<file path="src/rtl/ssb_if.sv">
// Shared-system-bus signal bundle: host-side request/response lanes and the
// shared device-side request path. The slave modport is the interconnect view.
interface ssb_if #(
  parameter int unsigned NrHosts   = 3,
  parameter int unsigned NrDevices = 2,
  parameter int unsigned AW        = 32,
  parameter int unsigned DW        = 32
);
  logic [NrHosts-1:0]        host_req_i;
  logic [NrHosts-1:0]        host_gnt_o;
  logic [NrHosts*AW-1:0]     host_addr_i;
  logic [NrHosts-1:0]        host_we_i;
  logic [NrHosts*DW/8-1:0]   host_be_i;
  logic [NrHosts*DW-1:0]     host_wdata_i;
  logic [NrHosts-1:0]        host_rvalid_o;
  logic [NrHosts-1:0]        host_err_o;
  logic [DW-1:0]             host_rdata_o;
  logic [NrDevices-1:0]      dev_req_o;
  logic                      dev_we_o;
  logic [DW/8-1:0]           dev_be_o;
  logic [AW-1:0]             dev_addr_o;
  logic [DW-1:0]             dev_wdata_o;
  logic [NrDevices*DW-1:0]   dev_rdata_i;

  // Interconnect side.
  modport slave (
    input  host_req_i, host_addr_i, host_we_i, host_be_i, host_wdata_i, dev_rdata_i,
    output host_gnt_o, host_rvalid_o, host_err_o, host_rdata_o,
           dev_req_o, dev_we_o, dev_be_o, dev_addr_o, dev_wdata_o
  );

  // Environment side (hosts and devices together).
  modport master (
    output host_req_i, host_addr_i, host_we_i, host_be_i, host_wdata_i, dev_rdata_i,
    input  host_gnt_o, host_rvalid_o, host_err_o, host_rdata_o,
           dev_req_o, dev_we_o, dev_be_o, dev_addr_o, dev_wdata_o
  );
endinterface

</file>
<file path="src/rtl/ssb_arbiter.sv">
// Shared-system-bus interconnect: N single-outstanding hosts onto M
// single-cycle-latency devices. Combinational arbitration and decode, one
// registered response stage routing rdata/err back to the granted host.
module ssb_arbiter #(
  parameter int unsigned NrHosts   = 3,
  parameter int unsigned NrDevices = 2,
  parameter int unsigned AW        = 32,
  parameter int unsigned DW        = 32,
  parameter int unsigned ArbMode   = 0,
  parameter logic [AW*NrDevices-1:0] DevBase = '0,
  parameter logic [AW*NrDevices-1:0] DevMask = '0
) (
  input  logic  clk_i,
  input  logic  rst_ni,
  ssb_if.slave  bus
);
  localparam int unsigned HW   = (NrHosts   > 1) ? $clog2(NrHosts)   : 1;
  localparam int unsigned DevW = (NrDevices > 1) ? $clog2(NrDevices) : 1;

  logic [HW-1:0]   rr_ptr;
  logic [HW-1:0]   win_idx;
  logic [HW:0]     cand;
  logic            win_valid;
  logic            gnt_any;
  logic [AW-1:0]   sel_addr;
  logic [DevW-1:0] dev_idx;
  logic            hit_any;

  logic            rsp_valid;
  logic [HW-1:0]   rsp_host;
  logic [DevW-1:0] rsp_dev;
  logic            rsp_miss;
  logic            rsp_live;

  // Pick the winning requester: lowest index, or first at/after the RR pointer.
  always_comb begin
    // NOTE: every variable gets a default before any branch, so no latch is inferred.
    win_valid = 1'b0;
    win_idx   = '0;
    cand      = '0;
    if (ArbMode == 0) begin
      for (int h = NrHosts - 1; h >= 0; h--) begin
        if (bus.host_req_i[h]) begin
          win_valid = 1'b1;
          win_idx   = HW'(h);
        end
      end
    end else begin
      for (int k = 0; k < NrHosts; k++) begin
        cand = {1'b0, rr_ptr} + (HW+1)'(k);
        if (cand >= (HW+1)'(NrHosts)) cand = cand - (HW+1)'(NrHosts);
        if (!win_valid && bus.host_req_i[cand[HW-1:0]]) begin
          win_valid = 1'b1;
          win_idx   = cand[HW-1:0];
        end
      end
    end
  end

  // Reset forces grants (and hence all device-side requests) low.
  assign gnt_any  = rst_ni && win_valid;
  assign sel_addr = bus.host_addr_i[win_idx*AW +: AW];

  // Base/mask decode of the winning address; lowest device wins on overlap.
  always_comb begin
    hit_any = 1'b0;
    dev_idx = '0;
    for (int d = NrDevices - 1; d >= 0; d--) begin
      if ((sel_addr & ~DevMask[d*AW +: AW]) == DevBase[d*AW +: AW]) begin
        hit_any = 1'b1;
        dev_idx = DevW'(d);
      end
    end
  end

  // Drive grant and the shared device path from the winner; all zero when idle.
  always_comb begin
    bus.host_gnt_o  = '0;
    bus.dev_req_o   = '0;
    bus.dev_we_o    = 1'b0;
    bus.dev_be_o    = '0;
    bus.dev_addr_o  = '0;
    bus.dev_wdata_o = '0;
    if (gnt_any) begin
      bus.host_gnt_o[win_idx] = 1'b1;
      bus.dev_we_o    = bus.host_we_i[win_idx];
      bus.dev_be_o    = bus.host_be_i[win_idx*(DW/8) +: DW/8];
      bus.dev_addr_o  = sel_addr;
      bus.dev_wdata_o = bus.host_wdata_i[win_idx*DW +: DW];
      if (hit_any) bus.dev_req_o[dev_idx] = 1'b1;
    end
  end

  // Advance the round-robin pointer past each granted host.
  always_ff @(posedge clk_i) begin
    // NOTE: non-blocking assignments for registered state avoid simulation races.
    if (!rst_ni) begin
      rr_ptr <= '0;
    end else if (gnt_any && ArbMode != 0) begin
      rr_ptr <= (win_idx == HW'(NrHosts - 1)) ? '0 : win_idx + 1'b1;
    end
  end

  // Capture who was granted and where it went, for next-cycle response routing.
  always_ff @(posedge clk_i) begin
    if (!rst_ni) begin
      rsp_valid <= 1'b0;
      rsp_host  <= '0;
      rsp_dev   <= '0;
      rsp_miss  <= 1'b0;
    end else begin
      rsp_valid <= gnt_any;
      rsp_host  <= win_idx;
      rsp_dev   <= dev_idx;
      rsp_miss  <= ~hit_any;
    end
  end

  // A response in flight when reset asserts is dropped immediately.
  assign rsp_live = rsp_valid && rst_ni;

  // Route the response pulse, error flag and device read data to the host.
  always_comb begin
    bus.host_rvalid_o = '0;
    bus.host_err_o    = '0;
    bus.host_rdata_o  = '0;
    if (rsp_live) begin
      bus.host_rvalid_o[rsp_host] = 1'b1;
      if (rsp_miss) bus.host_err_o[rsp_host] = 1'b1;
      else          bus.host_rdata_o = bus.dev_rdata_i[rsp_dev*DW +: DW];
    end
  end
endmodule

</file>
<file path="src/flat_wrapper.sv">
// flat-port wrapper written by rule: the top's interface ports become plain ports
module ssb_arbiter_flat 
#(
  parameter int unsigned NrHosts   = 3,
  parameter int unsigned NrDevices = 2,
  parameter int unsigned AW        = 32,
  parameter int unsigned DW        = 32,
  parameter int unsigned ArbMode   = 0,
  parameter logic [AW*NrDevices-1:0] DevBase = '0,
  parameter logic [AW*NrDevices-1:0] DevMask = '0
)
  (clk_i, rst_ni, bus_host_req_i, bus_host_addr_i, bus_host_we_i, bus_host_be_i, bus_host_wdata_i, bus_dev_rdata_i, bus_host_gnt_o, bus_host_rvalid_o, bus_host_err_o, bus_host_rdata_o, bus_dev_req_o, bus_dev_we_o, bus_dev_be_o, bus_dev_addr_o, bus_dev_wdata_o);
  ssb_if #(.NrHosts(NrHosts), .NrDevices(NrDevices), .AW(AW), .DW(DW)) bus_i ();
  input  logic clk_i;
  input  logic rst_ni;
  input wire logic [$bits(bus_i.host_req_i)-1:0] bus_host_req_i;
  input wire logic [$bits(bus_i.host_addr_i)-1:0] bus_host_addr_i;
  input wire logic [$bits(bus_i.host_we_i)-1:0] bus_host_we_i;
  input wire logic [$bits(bus_i.host_be_i)-1:0] bus_host_be_i;
  input wire logic [$bits(bus_i.host_wdata_i)-1:0] bus_host_wdata_i;
  input wire logic [$bits(bus_i.dev_rdata_i)-1:0] bus_dev_rdata_i;
  output wire logic [$bits(bus_i.host_gnt_o)-1:0] bus_host_gnt_o;
  output wire logic [$bits(bus_i.host_rvalid_o)-1:0] bus_host_rvalid_o;
  output wire logic [$bits(bus_i.host_err_o)-1:0] bus_host_err_o;
  output wire logic [$bits(bus_i.host_rdata_o)-1:0] bus_host_rdata_o;
  output wire logic [$bits(bus_i.dev_req_o)-1:0] bus_dev_req_o;
  output wire logic [$bits(bus_i.dev_we_o)-1:0] bus_dev_we_o;
  output wire logic [$bits(bus_i.dev_be_o)-1:0] bus_dev_be_o;
  output wire logic [$bits(bus_i.dev_addr_o)-1:0] bus_dev_addr_o;
  output wire logic [$bits(bus_i.dev_wdata_o)-1:0] bus_dev_wdata_o;
  assign bus_i.host_req_i = bus_host_req_i;
  assign bus_i.host_addr_i = bus_host_addr_i;
  assign bus_i.host_we_i = bus_host_we_i;
  assign bus_i.host_be_i = bus_host_be_i;
  assign bus_i.host_wdata_i = bus_host_wdata_i;
  assign bus_i.dev_rdata_i = bus_dev_rdata_i;
  assign bus_host_gnt_o = bus_i.host_gnt_o;
  assign bus_host_rvalid_o = bus_i.host_rvalid_o;
  assign bus_host_err_o = bus_i.host_err_o;
  assign bus_host_rdata_o = bus_i.host_rdata_o;
  assign bus_dev_req_o = bus_i.dev_req_o;
  assign bus_dev_we_o = bus_i.dev_we_o;
  assign bus_dev_be_o = bus_i.dev_be_o;
  assign bus_dev_addr_o = bus_i.dev_addr_o;
  assign bus_dev_wdata_o = bus_i.dev_wdata_o;
  ssb_arbiter #(.NrHosts(NrHosts), .NrDevices(NrDevices), .AW(AW), .DW(DW), .ArbMode(ArbMode), .DevBase(DevBase), .DevMask(DevMask)) u_core (.clk_i(clk_i), .rst_ni(rst_ni), .bus(bus_i));
endmodule
</file>
<file path="config.mk">
export PLATFORM = sky130hd
export DESIGN_NAME = ssb_arbiter_flat
export DESIGN_NICKNAME = d
export VERILOG_FILES = /design/src/rtl/ssb_if.sv /design/src/rtl/ssb_arbiter.sv /design/src/flat_wrapper.sv
export SDC_FILE = /design/constraint.sdc
export NUM_CORES = 1
export LEC_CHECK = 0
export ABC_AREA = 1
export CAP_MARGIN = 10
export CORE_AREA = 2 2 152 154
export DETAILED_ROUTE_END_ITERATION = 8
export DIE_AREA = 0 0 154 156
export GPL_ROUTABILITY_DRIVEN = 0
export PLACE_DENSITY = 0.48
export SYNTH_ARGS = -nofsm -noshare
export SYNTH_HDL_FRONTEND = slang
export SYNTH_SLANG_ARGS = --single-unit
</file>
<file path="constraint.sdc">
create_clock -name clk_i -period 1.41 [get_ports clk_i]
set_input_delay 0.141 -clock clk_i [delete_from_list [all_inputs] [get_ports clk_i]]
set_output_delay 0.141 -clock clk_i [all_outputs]
set_load 0.01 [all_outputs]
</file>
# Yosys cells after proc, flatten, opt, wreduce, memory -nomap -nowiden
# Cells that the tools add are included.
# word_totals
reg_bits	4
# classes
bitwise_logic	1
n_lt_le_gt_ge	4
mux	25
reduce_logical	5
n_shift	3
# op_table
cell	count
96-bit by 8-bit indexed part select with 32-bit output	2
32-bit 2-to-1 mux	4
32-bit zero test	1
3-bit 2-to-1 mux	4
12-bit by 5-bit indexed part select with 4-bit output	1
1-bit 2-to-1 mux	9
2-bit 2-to-1 mux	4
2-bit by 3-bit < comparator with 1-bit output (second input constant)	2
1-bit demux with 2-bit select	2
2-bit by 1-bit >= comparator with 1-bit output (second input constant)	2
1-bit logical AND	4
4-bit 2-to-1 mux	1
1-bit binary-select mux with 2-bit select	1
1-bit inverter	1

# Depth between registers and ports, before layout
# depth
ltp_word	8
mapped_depth	13

# Least setup slack after synthesis
# No wires, ideal clock.
# synth_timing
path_kind	input to output
from	input bus_host_req_i[0]
to	output bus_dev_req_o[0]
required_time_ps	1269
slack_ps	-15
arrival_time_ps	1284
cell_stages	12
path_cell_list	inv_2 -> nand2_2 -> buf_1 -> nand3_1 -> nand2_1 -> nor2_1 -> nand2_1 -> nor2_1 -> nand2_1 -> nor2_1 -> nand2_1 -> nor2_1
# synth_between
elab_chain_len	6
# synth_rtl
item	line	source
start, declared	flat_wrapper.sv:16	input wire logic [$bits(bus_i.host_req_i)-1:0] bus_host_req_i;
2-bit 2-to-1 mux	ssb_arbiter.sv:43	if (bus.host_req_i[h]) begin
96-bit by 8-bit indexed part select with 32-bit output	ssb_arbiter.sv:62	assign sel_addr = bus.host_addr_i[win_idx*AW +: AW];
32-bit zero test	ssb_arbiter.sv:69	if ((sel_addr & ~DevMask[d*AW +: AW]) == DevBase[d*AW +: AW]) begin
1-bit 2-to-1 mux	ssb_arbiter.sv:69	
1-bit 2-to-1 mux	ssb_arbiter.sv:90	if (hit_any) bus.dev_req_o[dev_idx] = 1'b1;
2-bit 2-to-1 mux *	ssb_arbiter.sv:84	if (gnt_any) begin
end, declared	flat_wrapper.sv:26	output wire logic [$bits(bus_i.dev_req_o)-1:0] bus_dev_req_o;
# Every way passes the cells marked *; elsewhere a longest branch is shown, timed or not.

# Worst setup path in the final report
# layout_timing
from	input bus_host_req_i[0]
to	output bus_dev_addr_o[0]
# layout_between
elab_chain_len	3
# layout_rtl
item	line	source
2-bit 2-to-1 mux / 1-bit 2-to-1 mux (equally long branches)	ssb_arbiter.sv:43	
96-bit by 8-bit indexed part select with 32-bit output / 1-bit logical AND (equally long branches)	ssb_arbiter.sv:62, ssb_arbiter.sv:61	
32-bit 2-to-1 mux *	ssb_arbiter.sv:84	
end, declared	flat_wrapper.sv:29	output wire logic [$bits(bus_i.dev_addr_o)-1:0] bus_dev_addr_o;
# Marks and branches as above.

==> run_results.csv <==
group,metric,value,unit
yosys,synth.cell_area,2507,um2
timing,finalSetupViolCount,62,
worst_setup_path,critPathMaxFanout,16,
timing,fmaxAchievable,576.1,MHz
worst_setup_path,worst-endpoint-required,1.27,ns
min_path,holdCritPathClass,"input pin to flip-flop",
clock_tree,clock_tree.htree_level_count,1,
yosys,count_of_synthesis_stage_warnings_from_yosys,0,
finish,layout-area-overhead-vs-synth,217.9,%
placed_design,detailedPlace.worstSlack,-1.343,ns
drt,drc_errors,1,
floorplanning,io-pin-count,388,
clock_tree,path_clk_slew,0.03,ns
timing,hold_viol,0,
timing,finalWorstPathRequiredPeriod,1.736,ns
placed_design,hpwl_reported_at_the_end_of_detailed_placement,14660,um
finish,nets,1287,
yosys,synth.yosys.seq_area_share,0.03194,
finish,count_of_filler_cells_inserted_in_the_layout,2432,
power_and_ir_drop,vdd.ir_drop.worst,288.4,uV
drt,detailedRoute.firstIterationViolations,245,
clock_tree,total_cts_buffers,3,
clock_tree,cts.root.buffer_cell,"sky130_fd_sc_hd__clkbuf_16",
finish,multi_input_area,2636,um2
global_routing,grt_max_degree,39,
floorplanning,core_area,22370,um2
floorplanning,die-width,154,um
power_and_ir_drop,power_density,390.1,nW/um2
timing,rsz0062_at_grt,"true",
worst_setup_path,crit_type,"input pin to output port",
floorplanning,floorplan.initialDensity,0.1121,
worst_setup_path,cp_data_arrival_time,1.59,ns
worst_setup_path,setup_crit_end_kind,"output port",
clock_tree,clk_buf_depth,2,
drt,drt_pre_antenna_iters,6,
floorplanning,std_cell_rows,55,
finish,layout-drive-gt1-share,0.3687,
global_routing,global_route_wire_length_before_repair,31590,um
status,outcome,"finished, violations left",
placed_design,port_buffers,354,
drt,antenna_nets_post_route,0,
global_routing,number_of_antenna_violations_at_the_first_check_in_global_routing,4,
floorplanning,floorplan.die_area,24020,um2
power_and_ir_drop,p_leak,3.772,nW
power_and_ir_drop,post-layout-total-power,0.003110,W
drt,routed_wirelength,21360,um
yosys,syn_area_cell,4.407,um2
finish,seq_area,82.58,um2
drt,routedWlPerCell,16.48,um
run,drv.max_cap_violation_count,0,
timing,worst_slack,-0.3258,ns
timing,final_max_slew_viol_count,0,
yosys,synth-seq-cells,4,
yosys,synth_cell_types,23,
drt,routed_vias,5398,
timing,timing.final.crit_share,1.231,
yosys,synth.net_count,845,
global_routing,total_congestion_overflow,0,
clock_tree,clock_sinks,4,
status,violations,"design-rule violations, negative setup slack",
floorplanning,fp.dieH,156,um
yosys,syn_inst,569,
global_routing,grt_util_all_layers,0.1671,
global_routing,vias_in_the_first_global_route,5472,
clock_tree,cts_tree,"yes",
worst_setup_path,critical_path.startpoint_type,"input pin",
drt,viasPerCell,4.165,
-- timing repair --
item,4_1_cts,5_1_grt
gates cloned,14,1
setup buffers,23,12
gates resized for setup,540,135
hold buffers,0,0
endpoints found under the setup margin,113,107
pin swaps,32,38
-- synthesized netlist by cell type, drive strengths merged --
master	number	area share
a31oi	38	0.097
buf	21	0.047
clkbuf	21	0.031
clkinv	1	0.0015
conb	1	0.0015
dfxtp	4	0.032
inv	41	0.061
nand2	211	0.32
nand3	68	0.14
nand4	2	0.0050
nor2	117	0.18
nor3	4	0.0080
nor4	3	0.0075
o21ai	37	0.074
-- critical path: stages --
cell	delay, ns
sky130_fd_sc_hd__buf_8	0.11
sky130_fd_sc_hd__clkinv_8	0.06
sky130_fd_sc_hd__nand2_8	0.07
sky130_fd_sc_hd__inv_6	0.13
sky130_fd_sc_hd__buf_16	0.17
sky130_fd_sc_hd__nand2_1	0.08
sky130_fd_sc_hd__nand2_2	0.07
sky130_fd_sc_hd__nor2_2	0.04
sky130_fd_sc_hd__buf_4	0.12
sky130_fd_sc_hd__buf_4	0.12
sky130_fd_sc_hd__buf_4	0.12
sky130_fd_sc_hd__nor2_1	0.12
sky130_fd_sc_hd__clkdlybuf4s15_2	0.25
-- sequential cells by signal, indices dropped and copies added (netlist names) --
signal / flops
u_core.rsp_host: 2
u_core.rsp_miss: 1
u_core.rsp_valid: 1
-- layout by cell type (no fill, tap or decap), types with 4 or more instances in the layout --
| cell | instances |
|---|---|
| sky130_fd_sc_hd__buf_8 | 5 |
| sky130_fd_sc_hd__o21ai_1 | 30 |
| sky130_fd_sc_hd__nor2_2 | 35 |
| sky130_fd_sc_hd__buf_4 | 82 |
| sky130_fd_sc_hd__nor2_4 | 16 |
| sky130_fd_sc_hd__clkdlybuf4s15_1 | 5 |
| sky130_fd_sc_hd__dlygate4sd2_1 | 7 |
| sky130_fd_sc_hd__nand3_2 | 27 |
| sky130_fd_sc_hd__nand2_1 | 187 |
| sky130_fd_sc_hd__clkdlybuf4s50_1 | 238 |
| sky130_fd_sc_hd__o21ai_0 | 6 |
| sky130_fd_sc_hd__inv_2 | 22 |
| sky130_fd_sc_hd__nor2_1 | 67 |
| sky130_fd_sc_hd__buf_16 | 12 |
| sky130_fd_sc_hd__buf_6 | 23 |
| sky130_fd_sc_hd__buf_2 | 72 |
| sky130_fd_sc_hd__nand3_1 | 37 |
| sky130_fd_sc_hd__nand2_4 | 8 |
| sky130_fd_sc_hd__buf_12 | 14 |
| sky130_fd_sc_hd__clkbuf_16 | 4 |
| sky130_fd_sc_hd__inv_1 | 14 |
| sky130_fd_sc_hd__nand2_2 | 14 |
| sky130_fd_sc_hd__clkdlybuf4s15_2 | 7 |
| sky130_fd_sc_hd__nand3_4 | 4 |
| sky130_fd_sc_hd__clkbuf_2 | 9 |
| sky130_fd_sc_hd__a31oi_1 | 37 |
-- where the power goes --
| group | switching, W | total, W | internal [W] |
|---|---|---|---|
| Sequential | 0.00000433 | 0.000124 | 0.000120 |
| Clock | 0.0000783 | 0.000440 | 0.000362 |
| Combinational | 0.00107 | 0.00255 | 0.00147 |
| Total | 0.00115 | 0.00311 | 0.00196 |
-- per-stage QoR --
stage	std cells	area [um2]	hold WS, ns	setup TNS [ns]	utilization
2_1_floorplan	569	2509	0.3360	0	-
3_5_place_dp	1244	6870	1.030	-95.65	0.3072
4_1_cts	1284	7616	0.3678	-6.505	0.3405
3_3_place_gp	1244	6870	1.029	-94.68	0.3072
6_report	1296	7971	0.3508	-8.112	0.3564
5_1_grt	1296	7971	0.3896	-12.34	0.3564
-- logic make-up after synthesis --
logic type / count (synthesis) / share of synthesized area
DFF: 4 / 0.03194
buffers and inverters: 84 / 0.1412
other: 1 / 0.001496
AOI/OAI and AO/OA: 75 / 0.1712
and+or+nand+nor: 405 / 0.6542
-- path summary, 6_finish.rpt --
check,start,end,slack [ns],cells after the start
max,bus_host_req_i[0],bus_dev_addr_o[0],-0.33,13
min,rst_ni,u_core.rsp_miss,0.35,4
-- final cells by class --
class / instances / area share
diodes: 2 / 0.0006278
clock buffers: 3 / 0.009418
inverters: 42 / 0.02449
multi-input cells: 482 / 0.3307
flip-flops and latches: 4 / 0.01036
well taps: 285 / 0.04473
repair buffers: 478 / 0.5797
-- per-layer routing --
metal	vias to the layer above	global-route usage	wire length, um
li1	2718	-	-
met1	2425	0.2024	8991
met2	223	0.3058	10570
met3	28	0.03361	1405
met4	4	0.03338	363
met5	-	0	26
Note: power is estimated with default switching activity, not from simulation.
==> RTL edit 1 (same settings) <==
`NrDevices` is set to 2 in 3 places; all go to 1.
--- a/src/rtl/ssb_if.sv
+++ b/src/rtl/ssb_if.sv
@@ -4,3 +4,3 @@
   parameter int unsigned NrHosts   = 3,
-  parameter int unsigned NrDevices = 2,
+  parameter int unsigned NrDevices = 1,
   parameter int unsigned AW        = 32,
--- a/src/rtl/ssb_arbiter.sv
+++ b/src/rtl/ssb_arbiter.sv
@@ -5,3 +5,3 @@
   parameter int unsigned NrHosts   = 3,
-  parameter int unsigned NrDevices = 2,
+  parameter int unsigned NrDevices = 1,
   parameter int unsigned AW        = 32,
--- a/src/flat_wrapper.sv
+++ b/src/flat_wrapper.sv
@@ -4,3 +4,3 @@
   parameter int unsigned NrHosts   = 3,
-  parameter int unsigned NrDevices = 2,
+  parameter int unsigned NrDevices = 1,
   parameter int unsigned AW        = 32,
Interface: changed (resized bus_dev_rdata_i and bus_dev_req_o); port bits go from 388 to 355. No check against the original RTL was run, so the function may have changed too.
==> RTL edit 1 against the unedited design <==
  * The flow finishes with violations (negative setup slack)
  * Design area is 0.74% higher
  * Routed wire length is 4.6% lower
  * Sequential cell count stayed put
  * Setup slack worse by 120 ps
  * Total power is 1.1% lower
  * Non-clock buffer count is 10 lower
  * Synthesized area is 1.2% higher
  * Core utilization is 0.26 points higher
  * First-iteration DRC count is 21% lower
  * Critical endpoint is now bus_dev_req_o
  * Largest power group unchanged
  * Highest routed layer unchanged
==> RTL edit 1: results (changes against the unedited design) <==
syn_nets 794 (was 845); dominant cells by area after synthesis nand2_1 32%, nand3_1 16%, nor2_1 12% (was nand2_1 31%, nor2_1 17%, nand3_1 14%); Hold WS 533.6 ps (was 350.8 ps); critical path peak fanout 7 (was 16); Setup TNS -21450 ps (was -8112 ps); sequential share of the synthesized area 0.03156 (was 0.03194); Post-CTS Setup Bufs 36 (was 23); largest net degree at the start of global routing 26 (was 39); critical path startpoint bus_host_req_i[2] (was bus_host_req_i[0]); Non-clock buffers 468 (was 478); failing checks negative setup slack (was design-rule violations, negative setup slack); Finish-stage setup viols 72 (was 62); Met3 Wirelength 1608 um (was 1405 um); initial antenna violation count 3 (was 4); multi-input gates 452 (was 482); DR iter-0 viols 193 (was 245); status complete, but fails checks (unchanged); switching share of power 0.3597 (was 0.3711); Synth top cells by count 216 x nand2_1, 79 x nand3_1, 78 x nor2_1 (was 209 x nand2_1, 116 x nor2_1, 68 x nand3_1); met1 wire length 8306 um (was 8991 um); Inverters, non-clock 51 (was 42); share of layout cells above drive strength 1 0.3006 (was 0.3687); Final nets 1224 (was 1287); crit path to bus_dev_req_o (was bus_dev_addr_o[0]); met2 wire len 10140 um (was 10570 um); Logic power comb 2.51 mW (was 2.55 mW); Resize count post-CTS 489 (was 540); Filler Cell Count 2425 (was 2432); multi-input logic portion of the cell area 0.3073 (was 0.3307); Final clock-cell share 0.009349 (was 0.009418); Worst VDD drop 0.2953 mV (was 0.2884 mV); Worst Slack Setup Final -447.8 ps (was -325.8 ps); synth unique cells 25 (was 23); largest delay contributor family on the critical path simple AND/OR/NAND/NOR gates (was buffers and inverters); critical path's largest stage delay 200 ps (was 250 ps); buffering overhead 0.6021 (was 0.5797); Total Wirelength 20380 um (was 21360 um); vias in the first global route 5183 (was 5472); met3 usage in global routing 0.03778 (was 0.03361)
-- RTL edit 1: cell count changes after synthesis, sizes merged, moves of 11 or more --
cell    before  now
nor2       117   81
a31oi       38    6
o211ai       0   31
o21ai       37    9
or2          0   18
nand3       68   79
-- RTL edit 1: cell families (layout without fill, tap and decap cells) --
| group | after synthesis | in the layout | share of synthesized area |
|---|---|---|---|
| other | 0 | 2 | 0 |
| AND/OR/NAND/NOR | 403 | 404 | 0.6667 |
| buffers and inverters | 95 | 522 | 0.1736 |
| AO/OA/AOI/OAI | 48 | 48 | 0.1282 |
| flip-flops | 4 | 4 | 0.03156 |
-- RTL edit 1: stage by stage --
step | worst slack, ps | instance area, um^2 | instances
6_report | -447.8 | 8030 | 1265
3_3_place_gp | -1373 | 6773 | 1202
2_1_floorplan | -67.07 | 2554 | 550
3_5_place_dp | -1418 | 6773 | 1202
4_1_cts | -465.9 | 7591 | 1254
5_1_grt | -588.3 | 8030 | 1265
==> RTL edit 2 (config.mk and constraints unchanged) <==
Made on the original files. Make the reset (`rst_ni`) asynchronous in 2 clocked blocks.
--- a/src/rtl/ssb_arbiter.sv
+++ b/src/rtl/ssb_arbiter.sv
@@ -94,3 +94,3 @@
   // Advance the round-robin pointer past each granted host.
-  always_ff @(posedge clk_i) begin
+  always_ff @(posedge clk_i or negedge rst_ni) begin
     // NOTE: non-blocking assignments for registered state avoid simulation races.
@@ -104,3 +104,3 @@
   // Capture who was granted and where it went, for next-cycle response routing.
-  always_ff @(posedge clk_i) begin
+  always_ff @(posedge clk_i or negedge rst_ni) begin
     if (!rst_ni) begin
Behaviour: no difference found for any inputs over 10 cycles, from zero or initial values and one cycle with rst_ni low; that may be too few to reach the edited logic, so the function may still have changed.
==> RTL edit 2 against the unedited design <==
  * The flow finishes with violations (negative setup slack)
  * Die area unchanged
  * Setup slack worse by 97 ps
  * Sequential cell count unchanged
  * Design area up 6.9%
  * Total power up 0.44%
  * Routed wire length up 2.2%
  * Critical endpoint is now bus_dev_req_o[0]
  * Synthesized area down 4.8%
==> RTL edit 2: results (changes against the unedited design) <==
status complete, but fails checks (unchanged); failing checks negative setup slack (was design-rule violations, negative setup slack); DR iter-0 viols 294 (was 245); Final nets 1277 (was 1287); sequential share of the synthesized area 0.04195 (was 0.03194); PortBufs 354 (unchanged); synth unique cells 24 (was 23); Worst Slack Setup Final -423.2 ps (was -325.8 ps); root buffer cell clkbuf_16 (unchanged); met1 wire length 8539 um (was 8991 um); share of layout cells above drive strength 1 0.4194 (was 0.3687); 1st-pass router iterations 4 (was 6); Met3 Wirelength 1483 um (was 1405 um); Yosys warnings 0 (unchanged); Finish-stage setup viols 82 (was 62); ys flop type dfrtp_1 (was dfxtp_1); met2 wire len 11440 um (was 10570 um); Worst Path Required 1270 ps (about the same); Worst VDD drop 0.2459 mV (was 0.2884 mV); Synth top cells by count 201 x nand2_1, 139 x nor2_1, 38 x a31oi_1 (was 209 x nand2_1, 116 x nor2_1, 68 x nand3_1); HP Class in2reg (unchanged); Post-Place Setup Slack -1252 ps (was -1343 ps); Reg clk slew, reported paths 30 ps (about the same); average vias per placed instance 4.083 (was 4.165); vias in the first global route 4983 (was 5472); initial antenna violation count 1 (was 4); H-tree depth 1 (unchanged); dominant cells by area after synthesis nand2_1 32%, nor2_1 22%, a31oi_1 10% (was nand2_1 31%, nor2_1 17%, nand3_1 14%); critical path peak fanout 8 (was 16); maximum root-to-sink buffer count 2 (unchanged); first-pass GRT wire length 29240 um (was 31590 um); HPWL Detailed 15000 um (was 14660 um); Top Layer Used met5 (unchanged); Avg WL per Cell 16.99 um (was 16.48 um); TritonCTS Buffers 3 (unchanged); asr flop ratio synth 1.000 (was 0); number of diodes 0 (was 2); Total Routing Usage GR 0.1569 (was 0.1671); syn_nets 814 (was 845); top flop regs u_core.rsp_host x2, u_core.rsp_miss x1, u_core.rsp_valid x1 (unchanged); largest net degree at the start of global routing 31 (was 39); leakage power 3.839 nW (was 3.772 nW)
==> RTL edit 2: logic make-up (layout without fill, tap and decap cells) <==
logic type	Yosys count	count (layout)	synth area share
AND/OR/NAND/NOR	378	379	0.6303
buffers and inverters	80	540	0.1489
other	1	1	0.001572
flip-flops	4	4	0.04195
AO/OA/AOI/OAI	75	75	0.1772
==> RTL edit 2: path summary, 6_finish.rpt <==
| kind | depth (start not counted) | to | slack, ps | from |
|---|---|---|---|---|
| setup / recovery | 16 | bus_dev_req_o[0] | -420 | bus_host_req_i[0] |
| hold / removal | 4 | u_core.rsp_host[0] | 460 | bus_host_req_i[1] |
| max in group asynchronous | 3 | u_core.rsp_host[1] | 670 | rst_ni |
| min in group asynchronous | 3 | u_core.rsp_valid | 550 | rst_ni |
==> RTL edit 2: critical path, stage by stage <==
cell and delay [ps]:
buf_8 110, inv_8 50, buf_12 90, nand2_8 90, buf_8 160, nand2_8 100, buf_6 110, nor2_4 30
nor2_2 140, nand2_1 80, nor2_1 100, nand2_1 70, nor2_2 120, nand2_2 80, nor2_2 80, buf_2 140
==> RTL edit 2: power by group <==
part | switching [mW] | leakage, nW | internal, mW
sequential | 0.00611 | 0.0442 | 0.121
clock | 0.0763 | 0.0370 | 0.362
combinational | 1.06 | 3.76 | 1.50
total | 1.14 | 3.84 | 1.98
==> RTL edit 2: layout make-up <==
type | instances | area (um^2)
Clock buffer | 3 | 75.07
Tap cell | 285 | 356.6
Inverter | 41 | 197.7
Fill cell | 2345 | 13840
Sequential cell | 4 | 102.6
Timing Repair Buffer | 496 | 5000
Multi-Input combinational cell | 455 | 2789
==> RTL edit 2: metrics by stage <==
step | cells | area, um^2 | setup TNS [ps]
2_1_floorplan | 538 | 2386 | 0
3_3_place_gp | 1199 | 6698 | -96410
3_5_place_dp | 1199 | 6698 | -96290
4_1_cts | 1261 | 7776 | -9927
5_1_grt | 1284 | 8521 | -20070
6_report | 1284 | 8521 | -14370
==> RTL edit 2: per-layer routing <==
layer	track usage	vias up
met4	0.02581	2
met3	0.03333	26
met5	0	-
met1	0.1873	2379
met2	0.2921	219
li1	-	2617
==> RTL edit 2: repair_timing <==
item / in CTS / in global routing
endpoints found under the setup margin: 112 / 109
gates cloned: 15 / 7
pin swaps: 37 / 58
buffers inserted: 43 / 28
gates resized for setup: 632 / 193
hold buffers: 1 / 0
endpoints found under the hold margin: 4 / 0
